<file path="src/rtl/fetch_ctrl.sv">
// fetch_ctrl: instruction-fetch sequencer for the pipelined MIPS core.
// Owns the fetch PC, drives a req/ack instruction-memory port, and holds one
// fetched instruction for IF/ID. Decode-stage redirects follow MIPS
// delay-slot semantics, and the hazard-unit stall is honoured.
// Optional feature macro: FETCH_PERF_EN (fetch / stall performance counters).
module fetch_ctrl #(
  parameter logic [31:0] RESET_PC = 32'h0000_3000
) (
  input  logic        clk,
  input  logic        reset,
  input  logic        stall,
  input  logic        redirect_d,
  input  logic [31:0] npc_d,
  output logic        imem_req,
  output logic [31:0] imem_addr,
  input  logic        imem_ack,
  input  logic [31:0] imem_rdata,
  output logic        ins_valid,
  output logic [31:0] ir_f,
  output logic [31:0] pc4_f,
  output logic        fetch_err,
  output logic [31:0] perf_fetch_cnt,
  output logic [31:0] perf_stall_cnt
);

  typedef enum logic [1:0] {
    IDLE  = 2'd0,
    FETCH = 2'd1,
    FULL  = 2'd2
  } state_t;

  state_t      state_q, state_d;
  logic [31:0] pc_q, pc_d;
  logic        pend_q, pend_d;
  logic [31:0] pend_tgt_q, pend_tgt_d;
  logic        vld_q, vld_d;
  logic [31:0] ir_q, ir_d;
  logic [31:0] pc4_q, pc4_d;
  logic        err_q, err_d;

  logic        take;
  logic [31:0] tgt;
  logic        req;
  logic [31:0] addr;
  logic [31:0] addr_p4;
  logic        ack_v;

  assign take    = redirect_d & ~stall;
  assign tgt     = {npc_d[31:2], 2'b00};
  assign addr_p4 = addr + 32'd4;
  assign ack_v   = req & imem_ack;

  // Request/address decode; an outstanding FETCH address is never redirected,
  // and reset drops the request in the same cycle it is sampled.
  always_comb begin
    req  = 1'b0;
    addr = pc_q;
    case (state_q)
      FETCH: req = 1'b1;
      FULL: begin
        if (!stall) begin
          req = 1'b1;
          if (take) addr = tgt;
        end
      end
      default: ;
    endcase
    if (reset) req = 1'b0;
  end

  // Next-state, PC, pending-redirect and buffer computation.
  always_comb begin
    state_d    = state_q;
    pc_d       = pc_q;
    pend_d     = pend_q;
    pend_tgt_d = pend_tgt_q;
    vld_d      = vld_q;
    ir_d       = ir_q;
    pc4_d      = pc4_q;
    err_d      = 1'b0;

    case (state_q)
      IDLE: state_d = FETCH;
      FETCH: begin
        if (ack_v) begin
          state_d = FULL;
        end else if (take && !pend_q) begin
          // Outstanding fetch is the delay slot; remember where to go next.
          pend_d     = 1'b1;
          pend_tgt_d = tgt;
        end
        err_d = take & (|npc_d[1:0]) & (ack_v | ~pend_q);
      end
      FULL: begin
        if (!stall && !ack_v) begin
          vld_d   = 1'b0;
          state_d = FETCH;
          if (take) pc_d = tgt;
        end
        err_d = take & (|npc_d[1:0]);
      end
      default: state_d = IDLE;
    endcase

    if (ack_v) begin
      ir_d   = imem_rdata;
      pc4_d  = addr_p4;
      vld_d  = 1'b1;
      pend_d = 1'b0;
      if (state_q == FETCH && take) pc_d = tgt;
      else if (pend_q)              pc_d = pend_tgt_q;
      else                          pc_d = addr_p4;
    end
  end

  // State and buffer registers with synchronous reset.
  always_ff @(posedge clk) begin
    if (reset) begin
      state_q    <= IDLE;
      pc_q       <= RESET_PC;
      pend_q     <= 1'b0;
      pend_tgt_q <= 32'd0;
      vld_q      <= 1'b0;
      ir_q       <= 32'd0;
      pc4_q      <= 32'd0;
      err_q      <= 1'b0;
    end else begin
      state_q    <= state_d;
      pc_q       <= pc_d;
      pend_q     <= pend_d;
      pend_tgt_q <= pend_tgt_d;
      vld_q      <= vld_d;
      ir_q       <= ir_d;
      pc4_q      <= pc4_d;
      err_q      <= err_d;
    end
  end

  assign imem_req  = req;
  assign imem_addr = addr;
  assign ins_valid = vld_q;
  assign ir_f      = ir_q;
  assign pc4_f     = pc4_q;
  assign fetch_err = err_q;

`ifdef FETCH_PERF_EN
  logic [31:0] perf_fetch_q, perf_fetch_d;
  logic [31:0] perf_stall_q, perf_stall_d;

  // Counter increments: accepted acks and stalled-valid cycles, wrapping.
  always_comb begin
    perf_fetch_d = perf_fetch_q + {31'd0, ack_v};
    perf_stall_d = perf_stall_q + {31'd0, vld_q & stall};
  end

  // Counter registers, cleared on reset.
  always_ff @(posedge clk) begin
    if (reset) begin
      perf_fetch_q <= 32'd0;
      perf_stall_q <= 32'd0;
    end else begin
      perf_fetch_q <= perf_fetch_d;
      perf_stall_q <= perf_stall_d;
    end
  end

  assign perf_fetch_cnt = perf_fetch_q;
  assign perf_stall_cnt = perf_stall_q;
`else
  assign perf_fetch_cnt = 32'd0;
  assign perf_stall_cnt = 32'd0;
`endif

endmodule
</file>
<file path="config.mk">
export PLATFORM = sky130hd
export DESIGN_NAME = fetch_ctrl
export DESIGN_NICKNAME = d
export VERILOG_FILES = /design/src/rtl/fetch_ctrl.sv
export SDC_FILE = /design/constraint.sdc
export NUM_CORES = 1
export LEC_CHECK = 0
export CAP_MARGIN = 20
export CORE_MARGIN = 10
export CORE_UTILIZATION = 47
export CTS_CLUSTER_SIZE = 8
export DETAILED_ROUTE_END_ITERATION = 8
export PLACE_DENSITY = 0.82
export SETUP_SLACK_MARGIN = 0.4
export SYNTH_ARGS = -nofsm -noshare
export SYNTH_HDL_FRONTEND = slang
export SYNTH_SLANG_ARGS = --single-unit
</file>
<file path="constraint.sdc">
create_clock -name clk -period 4.9 [get_ports clk]
set_input_delay 0.98 -clock clk [delete_from_list [all_inputs] [get_ports clk]]
set_output_delay 0.98 -clock clk [all_outputs]
set_load 0.02 [all_outputs]
</file>
==> results.yml <==
critical_path:
  rr_startpoint: "state_q[0]$_SDFFE_PP0P_"
  cp.required_ps: 3920
  r2r-end: "pc_q[14]$_SDFFE_PP0P_"
  cp_common_cell: "clkdlybuf4s50_1"
  rrSetupSlack_ps: 1220
  cp-end-kind: "primary output"
  crit_fanout: 23
  max_stage_delay_ps: 650
  crit_type: "in -> out"
  cp.arrival_ps: 3380
  critical_path.cell_chain: "clkdlybuf4s50_1, and3b_4, buf_4, mux2i_1, inv_1, clkdlybuf4s50_1"
  crit_slowest_cell: "and3b_4"
  worst_r2r_path_depth: 12
  cp-start-kind: "primary input"
die:
  die_area_mm2: 0.0208
  die_height_um: 144
  core_mm2: 0.0151
  rows: 45
  initial_core_util_pct: 47.8
  die_w_um: 144
  io_pins: 232
yosys:
  yosys_warnings: 0
  synth_seq_cells: 131
  synthCells: 961
  ys.flop_type: "dfxtp_1"
  syn_area_per_cell_um2: 7.54
  yosysMostFrequentCell: "nand2_1"
  yosysSeqAreaShare_pct: 36.2
  synthArstFlopShare_pct: 0
  synthTopCellsByArea: "dfxtp_1 36%, nand2_1 12%, buf_4 6.8%"
  netlist_area_mm2: 0.00724
  synth.largest_area_cell: "dfxtp_1"
  synth_edf_count: 0
  synthTopCellsByCount: "226 x nand2_1, 131 x dfxtp_1, 69 x a21oi_1, 66 x buf_4, 66 x nand3_1"
  yosysUniqueCellTypes: 67
  synth.top_cell.area_share_pct: 36.2
timing:
  fin_crit_sh_pct: 89.0
  final-max-slew-violation-count: 0
  finalSetupTns_ps: 0
  maxSlewHeadroom_pct: 41.0
  fin_crit_ps: 4360
  timing.fmax_mhz: 229
  fin_skew_ps: 6.38
  rsz0062_at_grt: "no"
  hold_viol: 0
  setup_violations: 0
  tightest_slew_ps: 884
detailed_routing:
  ant_nets: 0
  wl_mm: 24.1
  route.detailed.drc: 0
  drt-wirelength-per-cell_um: 18.5
  viasPerCell: 5.65
  drt_iter0_markers: 812
  first_pass_iters: 6
  num_vias: 7352
power:
  vdd_drop_max_mv: 0.227
  cellLeakagePower_nw: 3.67
  p_per_area_mw_per_mm2: 289
global_routing:
  grt_pass1_wl_mm: 37.1
  antenna_found_initial: 0
  grt_util_all_layers_pct: 22.4
  grt.overflow.total: 0
  grt_max_degree: 59
  grt_pass1_vias: 7002
min_path:
  min_path_type: "reg -> reg"
  whs_path_depth: 2
  hp-start: "pc_q[0]$_SDFFE_PP0P_"
  min_to: "pc_q[0]$_SDFFE_PP0P_"
clocking:
  numClockSinks: 131
  holdBufCountCts: 0
  clockBufferDepth: 2
  htree_levels: 4
  clk_latency_ps: 420
  root_buffer: "clkbuf_16"
  numCtsBuffers: 17
  cts.clk_slew.worst_paths_ps: 60
  cts_tree: "done"
placed_design:
  gp_congestion: 0.953
  io_buffers: 167
  dpl.hpwl_mm: 17.2
finish:
  drive_gt1_share_pct: 6.64
  utilization_pct: 61.9
  num-nets-final: 1174
  area_growth_pct: 29.5
  diodes: 0
flow_run:
  drv_cap: 0
status:
  status: "finished, final reports clean"
-- stage by stage --
stage / instance area, um^2 / hold slack [ps] / worst slack (ps) / cells / power (mW)
after floorplan: 7480 / 425 / 737 / 1024 / 1.39
after global placement: 8810 / 434 / 498 / 1270 / 1.52
after detailed placement: 8810 / 441 / 335 / 1270 / 1.52
after CTS: 9370 / 449 / 453 / 1302 / 2.72
after global routing: 9380 / 465 / 441 / 1302 / 2.81
final: 9380 / 449 / 538 / 1302 / 2.71
-- cells in the final DEF, fill, tap and decap left out, types with 20 or more instances in the layout --
cell type        Yosys  layout
inv_1               22      22
buf_4               66      23
xnor2_1             20      20
nor2_1              32      32
o21ai_0             54      54
dfxtp_1            131     131
nand3_1             66      66
a21oi_1             69      69
nand3b_1            23      23
nand2_1            226     226
clkdlybuf4s50_1      0     166
mux2i_1             21      21
conb_1               1      64
-- critical path, delay by kind of cell --
| kind | cells | cell delay (ps) |
|---|---|---|
| buffers and inverters | 4 | 1430 |
| muxes | 1 | 320 |
| and+or+nand+nor | 1 | 650 |
-- what timing repair did --
item                                    in CTS  in global routing
buffers inserted                             0                  0
endpoints found under the setup margin       0                  2
resized for setup                            0                  1
-- sequential cells by signal, indices dropped and copies added, names as in the netlist --
signal,cells
fetch_err,1
pend_tgt_q,30
pend_q,1
state_q,2
pc4_f,32
ir_f,32
ins_valid,1
pc_q,32
-- routing by layer --
layer / track usage, % / part of all wire [%] / vias to the layer above
li1: - / - / 3492
met1: 26.6 / 39 / 3382
met2: 36.6 / 47 / 418
met3: 7.02 / 11 / 60
met4: 9.26 / 2.9 / 0
met5: 0 / 0 / -
-- where the power goes --
part,internal (mW),switching (mW),total (mW)
logic,0.144,0.246,0.390
registers,1.10,0.0200,1.12
clock network,0.723,0.480,1.20
total,1.96,0.746,2.71
-- cell families after synthesis --
| family | Yosys count | share of synthesized area [%] |
|---|---|---|
| and+or+nand+nor | 414 | 26.6 |
| AOI/OAI and AO/OA | 203 | 17.6 |
| buffers and inverters | 156 | 11.9 |
| DFF | 131 | 36.2 |
| muxes | 28 | 4.02 |
| xor gates and xnor gates | 24 | 2.90 |
| adders and majority gates | 4 | 0.691 |
| other | 1 | 0.0518 |
-- final cells by class --
type	count	area, um^2
Clock buffer	20	457
Tap cell	188	235
Timing Repair Buffer	191	1860
Inverter	23	86.3
Sequential cell	131	2620
Fill cell	1344	5770
Multi-Input combinational cell	737	4010
Clock inverter	12	109
-- worst max-delay path by stage --
stage                            end  slack [ps]  cells past startpoint  startpoint
2_1_floorplan  pc_q[14]$_SDFFE_PP0P_         740                     14  redirect_d
3_3_place_gp   pc_q[14]$_SDFFE_PP0P_         500                     11  redirect_d
3_5_place_dp   pc_q[14]$_SDFFE_PP0P_         340                     11  redirect_d
4_1_cts                imem_addr[17]         450                      6  redirect_d
5_1_grt                imem_addr[17]         440                      6       stall
6_report               imem_addr[17]         540                      6       stall
No activity file was read; power rests on OpenSTA's default activity.
